$ cat config.mk
export PLATFORM = sky130hd
export DESIGN_NAME = grf_wport_arb
export DESIGN_NICKNAME = d
export VERILOG_FILES = /design/src/rtl/grf_wport_arb.sv
export SDC_FILE = /design/constraint.sdc
export NUM_CORES = 1
export LEC_CHECK = 0
export ABC_AREA = 1
export BUFFER_PORTS_ARGS = -buffer_cell sky130_fd_sc_hd__buf_2
export CAP_MARGIN = 20
export CORE_MARGIN = 3
export CORE_UTILIZATION = 50
export CTS_CLUSTER_DIAMETER = 50
export DETAILED_ROUTE_END_ITERATION = 12
export GPL_ROUTABILITY_DRIVEN = 0
export PLACE_DENSITY = 0.87
export SLEW_MARGIN = 10
export SYNTH_ARGS = -nofsm -noshare
export SYNTH_HDL_FRONTEND = slang
export SYNTH_SLANG_ARGS = --single-unit
$ cat constraint.sdc
create_clock -name clk -period 5 [get_ports clk]
set_input_delay 0.25 -clock clk [delete_from_list [all_inputs] [get_ports clk]]
set_output_delay 0.25 -clock clk [all_outputs]
set_load 0.005 [all_outputs]
$ cat src/rtl/grf_wport_arb.sv
// Write-port arbiter for the register file: the W-stage primary always wins, and
// secondary writes wait in a 2-entry in-order buffer that can forward and can be squashed.
module grf_wport_arb #(
  parameter int STARVE_LIM = 4
) (
  input  logic        clk,
  input  logic        reset,
  input  logic        W_RegWrite,
  input  logic [4:0]  W_A3,
  input  logic [31:0] W_RegWriteData,
  input  logic        S_valid,
  output logic        S_ready,
  input  logic [4:0]  S_A3,
  input  logic [31:0] S_WD,
  input  logic [4:0]  D_A1,
  input  logic [4:0]  D_A2,
  output logic        fwd_hit1,
  output logic [31:0] fwd_val1,
  output logic        fwd_hit2,
  output logic [31:0] fwd_val2,
  output logic        GRF_WE,
  output logic [4:0]  GRF_A3,
  output logic [31:0] GRF_WD,
  output logic        stall_req
);

  logic [1:0]  cnt, cnt_next, s_cnt;
  logic [4:0]  a3_0, a3_1, a3_0_next, a3_1_next;
  logic [31:0] wd_0, wd_1, wd_0_next, wd_1_next;
  logic [3:0]  starve, starve_next;
  logic        prim, push, pop, keep0, keep1, sq_any;

  // Youngest match wins: slot 1 is only valid (and younger) when two entries are held.
  function automatic logic [32:0] lookup(input logic [4:0] a, input logic [1:0] n,
                                         input logic [4:0] k0, input logic [31:0] d0,
                                         input logic [4:0] k1, input logic [31:0] d1);
    lookup = '0;
    if (a != 5'd0) begin
      if (n == 2'd2 && k1 == a)
        lookup = {1'b1, d1};
      else if (n != 2'd0 && k0 == a)
        lookup = {1'b1, d0};
    end
  endfunction

  assign prim    = W_RegWrite && (W_A3 != 5'd0);
  assign S_ready = !reset && (cnt != 2'd2);
  assign push    = S_valid && S_ready && (S_A3 != 5'd0);
  assign pop     = !prim && (cnt != 2'd0);
  assign keep0   = (cnt != 2'd0) && !pop && !(prim && a3_0 == W_A3);
  assign keep1   = (cnt == 2'd2) && !(prim && a3_1 == W_A3);
  assign sq_any  = prim && (((cnt != 2'd0) && a3_0 == W_A3) || ((cnt == 2'd2) && a3_1 == W_A3));

  assign {fwd_hit1, fwd_val1} = reset ? 33'd0 : lookup(D_A1, cnt, a3_0, wd_0, a3_1, wd_1);
  assign {fwd_hit2, fwd_val2} = reset ? 33'd0 : lookup(D_A2, cnt, a3_0, wd_0, a3_1, wd_1);

  always_comb begin
    GRF_WE = 1'b0;
    GRF_A3 = 5'd0;
    GRF_WD = 32'd0;
    if (!reset) begin
      if (prim) begin
        GRF_WE = 1'b1;
        GRF_A3 = W_A3;
        GRF_WD = W_RegWriteData;
      end else if (cnt != 2'd0) begin
        GRF_WE = 1'b1;
        GRF_A3 = a3_0;
        GRF_WD = wd_0;
      end
    end
  end

  // Compact the surviving entries toward the head, then append any push behind them.
  always_comb begin
    s_cnt     = {1'b0, keep0} + {1'b0, keep1};
    a3_0_next = a3_0;
    wd_0_next = wd_0;
    a3_1_next = a3_1;
    wd_1_next = wd_1;
    if (!keep0 && keep1) begin
      a3_0_next = a3_1;
      wd_0_next = wd_1;
    end else if (!keep0 && push) begin
      a3_0_next = S_A3;
      wd_0_next = S_WD;
    end
    if (s_cnt == 2'd1 && push) begin
      a3_1_next = S_A3;
      wd_1_next = S_WD;
    end
    cnt_next = s_cnt + {1'b0, push};

    starve_next = starve;
    if ((cnt == 2'd0) || pop || (sq_any && cnt_next == 2'd0))
      starve_next = 4'd0;
    else if (prim && starve != 4'd15)
      starve_next = starve + 4'd1;
  end

  always_ff @(posedge clk) begin
    if (reset) begin
      cnt       <= 2'd0;
      starve    <= 4'd0;
      stall_req <= 1'b0;
    end else begin
      cnt       <= cnt_next;
      a3_0      <= a3_0_next;
      wd_0      <= wd_0_next;
      a3_1      <= a3_1_next;
      wd_1      <= wd_1_next;
      starve    <= starve_next;
      stall_req <= (starve_next >= 4'(STARVE_LIM));
    end
  end

endmodule

## After elaboration in Yosys (flattened, before gate mapping)

Cells that the tools add are included.

| storage, ports and cells | value |
|---|---|
| input port bits | 88 |
| output and inout bits | 106 |
| register bits | 81 |

| operators by class | value |
|---|---|
| equality and inequality tests | 10 |
| $add $sub $neg | 3 |
| magnitude comparators | 1 |
| bitwise operators | 1 |
| mux-type cells | 23 |
| reduce and logical (&&, ||, !) cells | 41 |

Operators by type and width:

| kind | count |
|---|---|
| 33-bit 2-to-1 mux | 8 |
| 32-bit 2-to-1 mux | 5 |
| 5-bit == test | 6 |
| 5-bit 2-to-1 mux | 5 |
| 1-bit logical AND | 22 |
| 5-bit nonzero test | 4 |
| 4-bit 2-to-1 mux | 2 |
| 1-bit zero test | 6 |
| 4-bit by 1-bit adder with 4-bit output, second input constant | 1 |
| 4-bit by 3-bit >= comparator with 1-bit output, second input constant | 1 |
| 2-bit zero test | 2 |
| 4-bit inequality test, second input constant | 1 |
| 2-bit AND reduction | 2 |
| 2-bit nonzero test | 2 |
| 1-bit logical OR | 3 |
| 1-bit 2-to-1 mux | 3 |
| 1-bit by 1-bit adder with 2-bit output | 1 |
| 2-bit by 1-bit adder with 2-bit output | 1 |
| 2-bit by 1-bit == test with 1-bit output, second input constant | 1 |
| 2-bit == test, second input constant | 1 |
| 2-bit inequality test, second input constant | 1 |
| 1-bit NOT | 1 |

## Longest topological paths before layout

| logic depth | value |
|---|---|
| word-level depth | 14 |
| depth in mapped cells | 12 |
| mapped depth without buffers | 12 |

## Least setup slack after synthesis

No wires, ideal clock.

| timing path | value |
|---|---|
| path type | reg-to-reg |
| from | reg a3_0[2] |
| to | reg a3_0[0] (enable) |
| path buffers | 0 |
| clock period less this slack | 4.081 ns |
| arrival time | 3.599 ns |
| stages on the path, launching flop included | 7 |
| path slack | 0.919 ns |
| library setup time | 0.483 ns |
| path through | edfxtp_1 xor2_1 nor2_1 nand3_1 nand3_1 inv_1 o21ai_0 |

| between the ends | value |
|---|---|
| longest elaborated chain between the ends | 8 |
| elaborated cells between the ends (all ways) | 9 |
| classes of those cells | 1 x eq/ne; 8 x reduce/logical |

RTL lines:

| what | RTL line | text |
|---|---|---|
| start, declared | 28 | `logic [4:0] a3_0, a3_1, a3_0_next, a3_1_next;` |
| start signal, assigned | 108 | `a3_0 <= a3_0_next;` |
| 5-bit == test * | 50 | `assign keep0 = (cnt != 2'd0) && !pop && !(prim && a3_0 == W_A3);` |
| 1-bit logical AND * | 50 |  |
| 1-bit zero test * | 50 |  |
| 1-bit logical AND * | 50 |  |
| 1-bit zero test * | 81, 84 |  |
| 1-bit logical AND (on tied branches) | 81, 84 |  |
| 2-bit nonzero test (no source line) * | - |  |
| 2-bit AND reduction (no source line) * | - |  |

Mark *: on every way between the ends. The rest lies on a longest branch, timed or not.
A chain may end at the register's enable or synchronous reset.

## Worst setup path after layout

| timing path | value |
|---|---|
| from | reg a3_1[0] |
| to | out fwd_val1[17] |

| between the ends | value |
|---|---|
| longest elaborated chain between the ends | 5 |

RTL lines:

| what | RTL line | text |
|---|---|---|
| start, declared | 28 |  |
| start signal, assigned | 110 | `a3_1 <= a3_1_next;` |
| 5-bit == test | 39 | `if (n == 2'd2 && k1 == a)` |
| 1-bit logical AND | 39 |  |
| 33-bit 2-to-1 mux | 39 |  |
| 33-bit 2-to-1 mux | 38 | `if (a != 5'd0) begin` |
| 33-bit 2-to-1 mux | 54 | `assign {fwd_hit1, fwd_val1} = reset ? 33'd0 : lookup(D_A1, cnt, a3_0, wd_0, a3_1, wd_1);` |
| end, declared | 18 | `output logic [31:0] fwd_val1,` |

No other way between the ends.

==> results.md <==
* Outcome: complete, no violations
* Clock tree from TritonCTS: yes
* Post-cts gate resize count at 0
* Cell area after synthesis at about 5300 um^2
* Setup-violating endpoint count in the final report at 0
* Die Footprint at about 12000 um^2
* Launch instance of the worst register-to-register path: a3_1[1]
* FF+latch count, synth at between 80 and 90
* Die Height at around 110 um
* Reg-to-reg setup timing slack at 2.29 ns
* Synthesized instance count at approximately 630
* Area of placed instances at 6260 um^2
* Synth cell count leaders: 126 x sky130_fd_sc_hd__nor2_1, 96 x sky130_fd_sc_hd__nand2_1, 74 x sky130_fd_sc_hd__edfxtp_1
* Final HPWL from detailed placement at 10.5 mm
* Number of CTS-inserted buffers at 9
* CP dominant cell by count: sky130_fd_sc_hd__nor2_1
* Core Box Area at 10000 um^2
* Number of placed instances, taps included at approximately 930
* Bufs on Longest Clock Path at 2
* Area growth from synthesis to layout at 24.1%
* Largest stage delay on the critical path at 0.48 ns
* Synth warnings at 0
* Share of the yosys chip area belonging to registers at 0.449
* Wire length of the first global-routing pass at between 20 and 25 mm
* Via density at 5.24
* Area share of the largest cell type after synthesis at 0.423
* Iteration-0 DRC Markers at 370
* Number of enable flip-flop cells after synthesis at 74
* Total power density per cell area at 229 nW/um^2
* Fill cell instance count of the final layout at 884
* Final worst slack at 2.19 ns
* Via count of the first global-routing pass at 4730
* Leakage power total at around 3.2 nW
* I/O pin count at 194
* Max stage delay cell, worst path: sky130_fd_sc_hd__nand3_2
* Share of final-layout standard cells stronger than drive strength 1 at 0.343
* Slew @ Worst Pin at ~0.64 ns
* Kind of critical path: register to output port
* Crit path DAT at 2.56 ns
* Non-Filler Instances at 947
* Worst hold path class: primary input to register
* Worst-case setup slack after placement at 1.84 ns
* Synth async-reset ratio at 0
* Max Fclk at 0.356 GHz
* Reg-to-reg critical path endpoint: wd_0[18]
* DRC at 0
* Overall fraction of global-route tracks in use at 0.243
* Critical path required time at 4.75 ns
* Yosys top cell by area: sky130_fd_sc_hd__edfxtp_1
* Unrepaired setup endpoints after global routing: no
* Total number of vias at 4966
* Hold-fix buffers, CTS at 0
* Initial antenna violation count at 1
* Maximum capacitance violations at 0
* Design Area, Final at between 6000 and 7000 um^2
* Global route overflow at 0
* Initial Utilization at 0.526
* Antenna diode count at 0
* Top delay family on crit path: simple AND/OR/NAND/NOR gates
* Clock slew seen by the registers of the worst setup and hold paths at 0.08 ns
* Final max-slew violation count at 0
* Clock sink count at 81
* Number of nets in the layout at 901
* Final worst path period share at 0.562
* Total stage count of the critical path at 9
* Primary flip-flop cell chosen by synthesis mapping: sky130_fd_sc_hd__edfxtp_1
* Aggregate negative setup slack at 0 ns
* Sum of routed wire length over all layers at 14.4 mm
* Buffers and inverters on the worst path at 3
* Number of buffers added on ports at 193
* Syn_area_per_cell at around 8.3 um^2
* Startpoint type of the worst setup path: register
* Router iterations before antenna repair at 5
* CP Max Fanout at 36
* Final setup skew at 0.0109 ns
* Cell-by-cell listing of the critical path: inv_1, o22ai_1, nor2_1, nand3_2, buf_4, nand2_1, o21ai_1, nor2_1, buf_2
* H-tree lvl count at 3
* Slew margin rel. at 0.571
* Critical path endpoint category: output port
* Count of buffers added by post-CTS timing repair for setup at 0
* R2r worst-path depth at 11
* Per-cell routed wire length at 15.2 um
* Fin crit period at 2.81 ns
* Pin count of the biggest net entering global routing at between 40 and 50
* Hold violation count in the final report at 0
* Rows at 36
* Antenna-violating nets left at 0
* Worst VDD drop at 0.137 mV
* Most frequently used cell type in the post-synthesis netlist: sky130_fd_sc_hd__nor2_1
* Final core utilization at 0.652
* Synth unique cells at 34
* Syn nets at between 700 and 800
* Worst Setup EP: fwd_val1[17]
* Top cells by area, synth: sky130_fd_sc_hd__edfxtp_1 42%, sky130_fd_sc_hd__nor2_1 9.0%, sky130_fd_sc_hd__mux2_2 6.9%, sky130_fd_sc_hd__nand2_1 6.9%, sky130_fd_sc_hd__a211oi_1 5.1%
* Worst-skew pair later-pin latency at approximately 0.34 ns
* Clk Tree Root Cell: sky130_fd_sc_hd__clkbuf_8
* Die width at 109 um
* Critical Path Source: a3_1[0]
==> cells in the final DEF, fill, tap and decap left out, types with 2 or more instances in the layout <==
master	netlist	routed
sky130_fd_sc_hd__inv_1	68	68
sky130_fd_sc_hd__buf_16	0	2
sky130_fd_sc_hd__xor2_1	7	7
sky130_fd_sc_hd__edfxtp_1	74	74
sky130_fd_sc_hd__o21ai_4	0	2
sky130_fd_sc_hd__o22ai_1	5	5
sky130_fd_sc_hd__buf_4	3	5
sky130_fd_sc_hd__a21oi_1	9	9
sky130_fd_sc_hd__xnor2_1	3	3
sky130_fd_sc_hd__o21a_1	7	7
sky130_fd_sc_hd__dfxtp_1	7	7
sky130_fd_sc_hd__o21ai_2	3	2
sky130_fd_sc_hd__nand3_1	12	11
sky130_fd_sc_hd__o21ai_1	39	39
sky130_fd_sc_hd__bufinv_16	0	2
sky130_fd_sc_hd__nand4_1	3	3
sky130_fd_sc_hd__a211oi_1	36	36
sky130_fd_sc_hd__nor2_2	9	9
sky130_fd_sc_hd__nor2_4	1	2
sky130_fd_sc_hd__clkinv_2	0	2
sky130_fd_sc_hd__o21ai_0	37	36
sky130_fd_sc_hd__ha_1	3	2
sky130_fd_sc_hd__nor2_1	126	125
sky130_fd_sc_hd__nand2_4	3	3
sky130_fd_sc_hd__nand3_2	3	4
sky130_fd_sc_hd__inv_2	5	5
sky130_fd_sc_hd__buf_2	14	193
sky130_fd_sc_hd__nor3_1	3	3
sky130_fd_sc_hd__nand2_2	2	3
sky130_fd_sc_hd__nand2_1	96	95
sky130_fd_sc_hd__clkbuf_8	0	9
sky130_fd_sc_hd__mux2_2	32	32
==> layout make-up <==
type	count	area, um^2	share of cell area
Multi-Input combinational cell	444	2450	0.376
Clock inverter	6	82.6	0.0127
Inverter	73	274	0.0420
Tap cell	133	166	0.0255
Sequential cell	81	2360	0.362
Timing Repair Buffer	200	1060	0.162
Clock buffer	10	128	0.0196
==> per-layer routing <==
metal	GRT usage	vias up	wire, um
met5	0	-	13
met4	0.0821	2	233
met3	0.0484	24	1140
met2	0.412	224	6810
met1	0.312	2241	6160
li1	-	2475	-
==> how the worst min path moves through the flow <==
stage | cells after the start | startpoint | slack (ns) | end
2_1_floorplan | 1 | reset | 0.32 | cnt[0]
3_3_place_gp | 1 | S_A3[2] | 0.44 | a3_1[2]
3_5_place_dp | 1 | S_WD[9] | 0.44 | wd_1[9]
4_1_cts | 1 | S_WD[9] | 0.07 | wd_1[9]
5_1_grt | 1 | S_WD[12] | 0.07 | wd_1[12]
6_report | 1 | S_WD[12] | 0.09 | wd_1[12]
==> kinds of logic (layout without fill, tap and decap cells) <==
logic type / after synthesis / count (layout) / synth area share
DFF: 81 / 81 / 0.449
adders and majority gates: 4 / 4 / 0.0110
AOI/OAI and AO/OA: 139 / 139 / 0.158
muxes: 32 / 32 / 0.0686
xor gates and xnor gates: 10 / 10 / 0.0167
and+or+nand+nor: 259 / 259 / 0.206
buffers and inverters: 106 / 289 / 0.0912
==> where the power goes <==
part | leakage [nW] | switching (mW) | internal [mW]
registers | 0.736 | 0.00915 | 0.761
clock network | 0.108 | 0.224 | 0.279
logic | 2.37 | 0.127 | 0.0917
total | 3.21 | 0.360 | 1.13
==> worst reg2reg max path, delay by kind of cell (launching register included) <==
family          cells  cell delay, ns
compound gates      2            0.21
fa+ha+maj           1            0.47
buf+inv             3            0.77
flops               1            0.47
simple gates        5            0.43
==> state kept, by name, indices dropped and copies added, names as in the netlist <==
name	flops
a3_0	5
a3_1	5
cnt	2
stall_req	1
starve	4
wd_0	32
wd_1	32
==> through the flow <==
step	total power, mW	hold slack, ns
6_report	1.49	0.0894
3_5_place_dp	0.998	0.442
3_3_place_gp	0.993	0.441
5_1_grt	1.56	0.0675
2_1_floorplan	0.907	0.322
4_1_cts	1.50	0.0698
(Power assumes the default switching activity.)
